### config.mk
export PLATFORM = sky130hd
export DESIGN_NAME = systolic_sequencer
export DESIGN_NICKNAME = d
export VERILOG_FILES = /design/src/rtl/systolic_pkg.sv /design/src/rtl/seq_counter.sv /design/src/rtl/systolic_sequencer.sv
export SDC_FILE = /design/constraint.sdc
export NUM_CORES = 1
export LEC_CHECK = 0
export CORE_MARGIN = 2
export CORE_UTILIZATION = 56
export DETAILED_ROUTE_END_ITERATION = 8
export PLACE_DENSITY = 0.87
export SETUP_SLACK_MARGIN = 0.02
export SKIP_CTS_REPAIR_TIMING = 1
export SYNTH_ARGS = -nofsm -noshare
export SYNTH_HDL_FRONTEND = slang
export SYNTH_HIERARCHICAL = 1
export SYNTH_SLANG_ARGS = --single-unit
### constraint.sdc
create_clock -name clk -period 4.84 [get_ports clk]
set_input_delay 1.21 -clock clk [delete_from_list [all_inputs] [get_ports clk]]
set_output_delay 1.21 -clock clk [all_outputs]
set_load 0.02 [all_outputs]
### src/rtl/systolic_pkg.sv
// Shared types and array geometry for the systolic-array job sequencer.
// Holds the sequencer state encoding and the operand/result layout constants.
package systolic_pkg;

    localparam int ARR_DIM     = 4;
    localparam int SKEW        = ARR_DIM - 1;
    localparam int COLS        = 256;
    localparam int RES_PER_JOB = ARR_DIM * ARR_DIM;

    typedef enum logic [2:0] {
        S_IDLE,
        S_FETCH,
        S_DECODE,
        S_CLEAR,
        S_STREAM,
        S_FLUSH,
        S_DRAIN,
        S_DONE
    } seq_state_e;

endpackage

### src/rtl/seq_counter.sv
// Loadable down-counter with a terminal-count flag; stops at zero.
// Load takes priority over counting.
module seq_counter #(
    parameter int W = 8
) (
    input  logic         clk,
    input  logic         rst,
    input  logic         load,
    input  logic [W-1:0] load_val,
    input  logic         en,
    output logic [W-1:0] count,
    output logic         tc
);

    always_ff @(posedge clk) begin
        if (rst) begin
            count <= '0;
        end else if (load) begin
            count <= load_val;
        end else if (en && (count != '0)) begin
            count <= count - 1'b1;
        end
    end

    assign tc = (count == '0);

endmodule

### src/rtl/systolic_sequencer.sv
// Job sequencer for the 4x4 output-stationary systolic array: fetch K, stream skewed
// operand columns, flush, drain 16 accumulators. Optional cycle counter: SEQ_PERF_EN.
module systolic_sequencer
    import systolic_pkg::*;
#(
    parameter int FLUSH_CYC = 6,
    parameter int N_INSTR   = 8,
    parameter int DATA_W    = 32
) (
    input  logic              clk,
    input  logic              rst,
    input  logic              ap_start,
    output logic              ap_done,
    output logic              busy,
    output logic              err,
    output logic [2:0]        instr_addr,
    input  logic [3:0]        instr_data,
    output logic              mem_rd_en,
    output logic [7:0]        col_addr,
    output logic              arr_valid,
    output logic              arr_clear,
    output logic [3:0]        drain_sel,
    input  logic [DATA_W-1:0] res_data,
    output logic              out_we,
    output logic [6:0]        out_addr,
    output logic [DATA_W-1:0] out_data,
`ifdef SEQ_PERF_EN
    output logic [15:0]       perf_cycles,
`endif
    output logic [3:0]        curr_instr
);

    seq_state_e state_q, state_n;

    logic [2:0]  idx_q;
    logic [8:0]  base_q;
    logic        start_acc;
    logic        ovf;
    logic [9:0]  end_col;

    logic        stream_load, flush_load, drain_load;
    logic [4:0]  stream_cnt;
    logic        stream_tc;
    logic [15:0] unused_flush_cnt;
    logic        flush_tc;
    logic [3:0]  drain_cnt;
    logic        drain_tc;

    logic [7:0]  col_next;
    logic [3:0]  sel_next;

    assign start_acc = (state_q == S_IDLE) && ap_start;
    assign end_col   = {1'b0, base_q} + 10'(instr_data) + 10'(SKEW);
    assign ovf       = (end_col > 10'(COLS));

    // Next column/select are derived from the remaining count of the running phase.
    assign col_next  = base_q[7:0] + 8'(curr_instr) + 8'(SKEW) - 8'(stream_cnt);
    assign sel_next  = 4'(RES_PER_JOB - 1) - drain_cnt + 4'd1;

    assign instr_addr = idx_q;
    assign out_addr   = {idx_q, drain_sel};
    assign out_data   = res_data;

    seq_counter #(.W(5)) u_stream_cnt (
        .clk      (clk),
        .rst      (rst),
        .load     (stream_load),
        .load_val (5'(curr_instr) + 5'(SKEW - 1)),
        .en       (state_q == S_STREAM),
        .count    (stream_cnt),
        .tc       (stream_tc)
    );

    seq_counter #(.W(16)) u_flush_cnt (
        .clk      (clk),
        .rst      (rst),
        .load     (flush_load),
        .load_val (16'(FLUSH_CYC - 1)),
        .en       (state_q == S_FLUSH),
        .count    (unused_flush_cnt),
        .tc       (flush_tc)
    );

    seq_counter #(.W(4)) u_drain_cnt (
        .clk      (clk),
        .rst      (rst),
        .load     (drain_load),
        .load_val (4'(RES_PER_JOB - 1)),
        .en       (state_q == S_DRAIN),
        .count    (drain_cnt),
        .tc       (drain_tc)
    );

    always_ff @(posedge clk) begin
        if (rst) begin
            state_q <= S_IDLE;
        end else begin
            state_q <= state_n;
        end
    end

    always_comb begin
        state_n     = state_q;
        stream_load = 1'b0;
        flush_load  = 1'b0;
        drain_load  = 1'b0;
        case (state_q)
            S_IDLE:   if (ap_start) state_n = S_FETCH;
            S_FETCH:  state_n = S_DECODE;
            S_DECODE: begin
                if (instr_data == 4'd0 || ovf) state_n = S_DONE;
                else                           state_n = S_CLEAR;
            end
            S_CLEAR: begin
                state_n     = S_STREAM;
                stream_load = 1'b1;
            end
            S_STREAM: begin
                if (stream_tc) begin
                    state_n    = S_FLUSH;
                    flush_load = 1'b1;
                end
            end
            S_FLUSH: begin
                if (flush_tc) begin
                    state_n    = S_DRAIN;
                    drain_load = 1'b1;
                end
            end
            S_DRAIN: begin
                if (drain_tc) begin
                    if (idx_q == 3'(N_INSTR - 1)) state_n = S_DONE;
                    else                          state_n = S_FETCH;
                end
            end
            S_DONE:   state_n = S_IDLE;
            default:  state_n = S_IDLE;
        endcase
    end

    // Outputs are loaded from the next state so they line up with the state they describe.
    always_ff @(posedge clk) begin
        if (rst) begin
            idx_q      <= '0;
            base_q     <= '0;
            err        <= 1'b0;
            curr_instr <= '0;
            busy       <= 1'b0;
            ap_done    <= 1'b0;
            arr_clear  <= 1'b0;
            mem_rd_en  <= 1'b0;
            arr_valid  <= 1'b0;
            out_we     <= 1'b0;
            col_addr   <= '0;
            drain_sel  <= '0;
        end else begin
            busy      <= (state_n != S_IDLE);
            ap_done   <= (state_n == S_DONE);
            arr_clear <= (state_n == S_CLEAR);
            mem_rd_en <= (state_n == S_STREAM);
            arr_valid <= mem_rd_en;
            out_we    <= (state_n == S_DRAIN);

            if (state_n == S_STREAM) begin
                col_addr <= (state_q == S_STREAM) ? col_next : base_q[7:0];
            end
            if (state_n == S_DRAIN) begin
                drain_sel <= (state_q == S_DRAIN) ? sel_next : 4'd0;
            end

            if (start_acc) begin
                idx_q  <= '0;
                base_q <= '0;
                err    <= 1'b0;
            end

            if (state_q == S_DECODE && instr_data != 4'd0) begin
                if (ovf) err        <= 1'b1;
                else     curr_instr <= instr_data;
            end

            if (state_q == S_DRAIN && drain_tc) begin
                base_q <= base_q + 9'(curr_instr) + 9'(SKEW);
                idx_q  <= idx_q + 3'd1;
            end

            if (state_n == S_DONE) begin
                curr_instr <= '0;
            end
        end
    end

`ifdef SEQ_PERF_EN
    // Counts FETCH through DRAIN; DONE and IDLE leave the value frozen.
    always_ff @(posedge clk) begin
        if (rst) begin
            perf_cycles <= '0;
        end else if (start_acc) begin
            perf_cycles <= '0;
        end else if (state_q != S_IDLE && state_q != S_DONE && perf_cycles != 16'hFFFF) begin
            perf_cycles <= perf_cycles + 16'd1;
        end
    end
`endif

endmodule

==> flow_summary.toml, run 1 <==
[sta]
rsz0062_at_grt = "false"
setup_violations = 0
fin_crit_ps = 3836
setup_tns_ps = 0
max_freq_ghz = 0.2607
clock_skew_ps = 11.58
tightest_slew_ps = 829.0
slew_violations = 0
finalCritPeriodShare_pct = 79.25
relSlewSlack_pct = 44.73
hold_viol_final = 0
holdWs_ps = 494.5

[synth]
syn_inst = 530
synth_ff_type = "dfxtp_1"
yosysWarnings = 6
ys_ff_latch = 63
synth_cell_type_count = 74
syn_area_per_cell_um2 = 8.834
synthArstFlopShare_pct = 0
synth-seq-area-share_pct = 26.94
synth.cell_area_mm2 = 0.004682
synth_edf_count = 0

[global_routing]
grt.total_usage_pct = 24.21
grt_pass1_wl_um = 17550
first_global_vias = 3844
antenna_found_initial = 0
grt_start_max_net_pins = 43
overflow = 0

[power]
cellLeakagePower_nw = 1.943
p_total_mw = 1.652
powerDensity_mw_per_mm2 = 324.5
ir_drop_v = 0.0002658

[placement]
gp_congestion = 0.8986
port_buffers = 39
dp_hpwl_um = 7366

[die]
die_area_mm2 = 0.009108
fp.dieH_um = 95.44
core_mm2 = 0.008175
initial_core_util_pct = 57.27
ios = 104
die_width_um = 95.44
rows = 33

[finish]
final_cell_mix = "dfxtp_1 (63), inv_1 (53), nor2_1 (44), clkdlybuf4s50_1 (38), ha_1 (37)"
drive_gt1_share_pct = 11.17
layout.nets = 624
final_common_cell = "dfxtp_1"
antennaDiodeCount = 0
area_delta_synth_final_pct = 8.739
nFillCells = 649

[clock_tree]
clk_pin_slew_ps = 70
cts_max_path_buffers = 2
cts_root_buf = "clkbuf_8"
cts_sinks = 63
cts_tree = "built"
clock_latency_ps = 350
cts-htree-levels = 3
numCtsBuffers = 9

[route]
ant_nets = 0
drc_errors = 0
routed_wl_um = 10180
via_count = 3846
wire_per_inst_um = 15.64
first_pass_iters = 5
drt-initial-drc-count = 181
vias_per_cell = 5.908

[setup_path]
crit_path_max_fanout = 3
start_kind = "primary input"
arrival_ps = 4020
crit_required_ps = 5030
endpoint_kind = "flip-flop"
critPathKind = "primary input to flip-flop"

[status]
outcome = "complete, no violations"

[hold_path]
hold_class = "flip-flop to flip-flop"

[job]
cap_violations = 0
metrics by stage:
step,instance area [um^2],util [%],worst slack (ps),std cells
finish,5091,62.27,1004,651
global route,5091,62.27,776.0,651
CTS,5091,62.27,1008,651
detailed placement,4870,59.57,663.0,635
global placement,4870,59.57,796.4,635
floorplan,4750,-,1502,548
where the power goes:
group	internal (mW)	total, mW	leakage, nW	switching, mW
combinational	0.210	0.532	1.32	0.322
clock	0.302	0.513	0.116	0.211
sequential	0.558	0.607	0.509	0.0486
worst max-delay path, cell delays in order:
cell and delay (ps):
clkdlybuf4s50_1 500, inv_1 50, ha_1 270, inv_1 50, ha_1 220, fa_1 420
a211oi_1 360, o21a_1 190, o2111a_1 170, nand4_1 160, a21oi_1 340, nor4b_1 90
path summary, 6_finish.rpt:
kind / start / endpoint / slack [ps] / depth (start not counted)
setup / recovery: instr_data[1] / mem_rd_en$_SDFF_PP0_ / 1000 / 12
hold / removal: mem_rd_en$_SDFF_PP0_ / arr_valid$_SDFF_PP0_ / 490 / 1
setup reg to reg: u_stream_cnt/count[1]$_SDFFE_PP0P_ / u_flush_cnt/count[5]$_SDFFE_PP0P_ / 1230 / 8
hold reg to reg: mem_rd_en$_SDFF_PP0_ / arr_valid$_SDFF_PP0_ / 490 / 1
flip-flops by register name, indices dropped and copies added (netlist names), 3 cells and up:
register / count
u_flush_cnt/count: 16
base_q: 9
col_addr: 8
u_stream_cnt/count: 5
curr_instr: 4
drain_sel: 4
u_drain_cnt/count: 4
instr_addr: 3
state_q: 3
per-layer routing:
| metal | track usage (%) | part of all wire [%] | vias to the layer above |
|---|---|---|---|
| met5 | 0 | 0 | - |
| met4 | 10.71 | 2.7 | 0 |
| met3 | 4.427 | 5.6 | 37 |
| met2 | 41.14 | 50 | 133 |
| met1 | 29.92 | 42 | 1824 |
| li1 | - | - | 1852 |
Yosys cell counts, drive strengths merged, types with 2 or more instances:
cell type / instances / share of area (%)
and4: 3 / 0.56
o21bai: 2 / 0.32
a221oi: 4 / 0.88
buf: 49 / 8.0
xnor2: 12 / 2.2
nand3: 19 / 2.0
nand4: 4 / 0.86
conb: 2 / 0.16
clkbuf: 10 / 0.80
mux2i: 12 / 2.6
a22o: 4 / 0.75
nand3b: 5 / 0.80
or4b: 2 / 0.43
and2: 4 / 0.53
xor2: 4 / 0.75
nor3b: 3 / 0.48
mux2: 2 / 0.48
nor2: 50 / 4.5
a311o: 3 / 0.64
o211ai: 2 / 0.32
nor3: 21 / 2.8
inv: 53 / 4.2
or4: 3 / 0.48
nor4b: 4 / 1.0
a211oi: 11 / 2.1
a2111oi: 9 / 3.2
clkinv: 2 / 0.16
a311oi: 11 / 2.2
a21o: 9 / 1.4
dfxtp: 63 / 27
o21ai: 6 / 0.64
and3: 3 / 0.51
a22oi: 2 / 0.32
o41ai: 2 / 0.37
or2: 2 / 0.27
nor4: 6 / 1.8
fa: 7 / 3.0
nor2b: 11 / 1.5
ha: 37 / 9.9
or3: 3 / 0.40
nand2: 23 / 1.8
o311ai: 3 / 0.94
a21oi: 28 / 3.2
nand2b: 4 / 0.53
layout make-up:
type / instances / area [um^2] / area share [%]
inverters: 55 / 206.4 / 4.055
clock inverters: 6 / 83.83 / 1.647
multi-input cells: 371 / 2870 / 56.38
well taps: 105 / 131.4 / 2.580
clock buffers: 10 / 137.6 / 2.703
flip-flops and latches: 63 / 1261 / 24.77
repair buffers: 41 / 400.4 / 7.864
logic make-up (layout without fill, tap and decap cells):
kind of cell             Yosys count  count (layout)  share of synthesized area, %
AND/OR/NAND/NOR                  174             174                         22.31
buffers and inverters            114             112                         13.20
AO/OA/AOI/OAI                    103             103                         18.47
flip-flops                        63              63                         26.94
adder cells (fa/ha/maj)           44              44                         12.88
XOR/XNOR                          16              16                         2.993
multiplexers                      14              14                         3.047
other                              2              20                        0.1604
Power figures use the tool's default switching activity.
==> run 2: changes to the inputs <==
- CORE_UTILIZATION: 56 -> 52
- PLACE_DENSITY: 0.87 -> 0.82
- clock period: 4.84 -> 3.6 ns (I/O delays scaled with it)
==> flow_summary.toml, run 2 (synthesized netlist as in run 1, its figures left out) <==
[sta]
relSlewSlack_pct = 52.72
rsz0062_at_grt = "false"
hold_viol_final = 0
max_freq_ghz = 0.2936
fin_crit_ps = 3406
tightest_slew_ps = 706.5
setup_violations = 0
holdWs_ps = 487.5
slew_violations = 0
clock_skew_ps = 13.20
finalCritPeriodShare_pct = 94.62

[hold_path]
hold_class = "flip-flop to flip-flop"

[placement]
dp_hpwl_um = 7459
dpl-instance-area_mm2 = 0.004931
gp_congestion = 0.8716
port_buffers = 39

[die]
core_mm2 = 0.008721
die_width_um = 98.89
die_area_mm2 = 0.009779
initial_core_util_pct = 53.69
ios = 104
fp.dieH_um = 98.89
rows = 34

[status]
outcome = "complete, no violations"

[power]
powerDensity_mw_per_mm2 = 426.0
p_total_mw = 2.192
ir_drop_v = 0.0002703
cellLeakagePower_nw = 1.971

[clock_tree]
cts-htree-levels = 3
cts_tree = "built"
cts_max_path_buffers = 2
cts_root_buf = "clkbuf_8"
numCtsBuffers = 9
clock_latency_ps = 350
cts_sinks = 63
clk_pin_slew_ps = 70

[finish]
layout.nets = 630
area_delta_synth_final_pct = 9.888
final_cell_mix = "dfxtp_1 (63), inv_1 (53), nor2_1 (44), clkdlybuf4s50_1 (38), ha_1 (37)"
top_register = "u_flush_cnt/count"
final_cell_area_mm2 = 0.005145
drive_gt1_share_pct = 12.14
antennaDiodeCount = 0
largest_reg_flops = 16
final_common_cell = "dfxtp_1"
top_regs = "u_flush_cnt/count x16, base_q x9, col_addr x8"

[global_routing]
first_global_vias = 3681
grt_pass1_wl_um = 17390
grt.total_usage_pct = 21.28
antenna_found_initial = 0
overflow = 0
grt_start_max_net_pins = 33

[route]
drc_errors = 0
drt-initial-drc-count = 180
vias_per_cell = 5.736
wire_per_inst_um = 15.42
via_count = 3786
routed_wl_um = 10180
first_pass_iters = 4
ant_nets = 0

[setup_path]
critPathKind = "primary input to flip-flop"
arrival_ps = 3610
endpoint_kind = "flip-flop"
crit_required_ps = 3800
crit_path_max_fanout = 3
start_kind = "primary input"

[job]
cap_violations = 0
[run 2: report_power, final]
part / internal (mW) / switching (mW)
Sequential: 0.751 / 0.0657
Clock: 0.375 / 0.275
Combinational: 0.290 / 0.435
[run 2: worst max-delay path: stages]
cell	delay, ps
clkdlybuf4s50_1	480
inv_1	50
ha_1	280
inv_1	40
ha_1	210
fa_1	400
a211oi_2	280
o21a_1	180
o2111a_1	170
nand4_1	160
a21oi_1	350
nor4b_1	90
[run 2: path summary, 6_finish.rpt]
| kind | start | endpoint | slack [ps] | cells after the start |
|---|---|---|---|---|
| hold / removal | drain_sel[2]$_SDFFE_PP0N_ | drain_sel[2]$_SDFFE_PP0N_ | 490 | 2 |
| setup reg to reg | u_flush_cnt/count[0]$_SDFFE_PP0P_ | col_addr[2]$_SDFFE_PP0N_ | 670 | 12 |
| setup / recovery | instr_data[1] | mem_rd_en$_SDFF_PP0_ | 190 | 12 |
| hold reg to reg | drain_sel[2]$_SDFFE_PP0N_ | drain_sel[2]$_SDFFE_PP0N_ | 490 | 2 |
[run 2: cell type report]
class | instances | area [um^2]
tap | 108 | 135.1
clock buffer | 13 | 168.9
inverter | 55 | 206.4
clock inverter | 3 | 40.04
multi-input combinational | 371 | 2875
fill | 719 | 3576
sequential | 63 | 1261
timing repair buffer | 47 | 457.9
[run 2: per-stage QoR]
stage	worst slack, ps	utilization [%]	cells	setup TNS (ps)
detailed placement	-239.8	56.54	644	-1548
finish	193.8	59.00	660	0
floorplan	571.9	-	548	0
CTS	131.2	58.94	660	0
global route	66.26	59.00	660	0
global placement	-74.26	56.54	644	-322.1
[run 2: per-layer routing]
metal  vias up  part of all wire [%]  global-route usage [%]
li1       1859                     -                       -
met3        11                   4.2                   4.326
met2        83                    49                   35.19
met5         -                     0                       0
met4         0                   1.2                   6.639
met1      1833                    46                   27.99
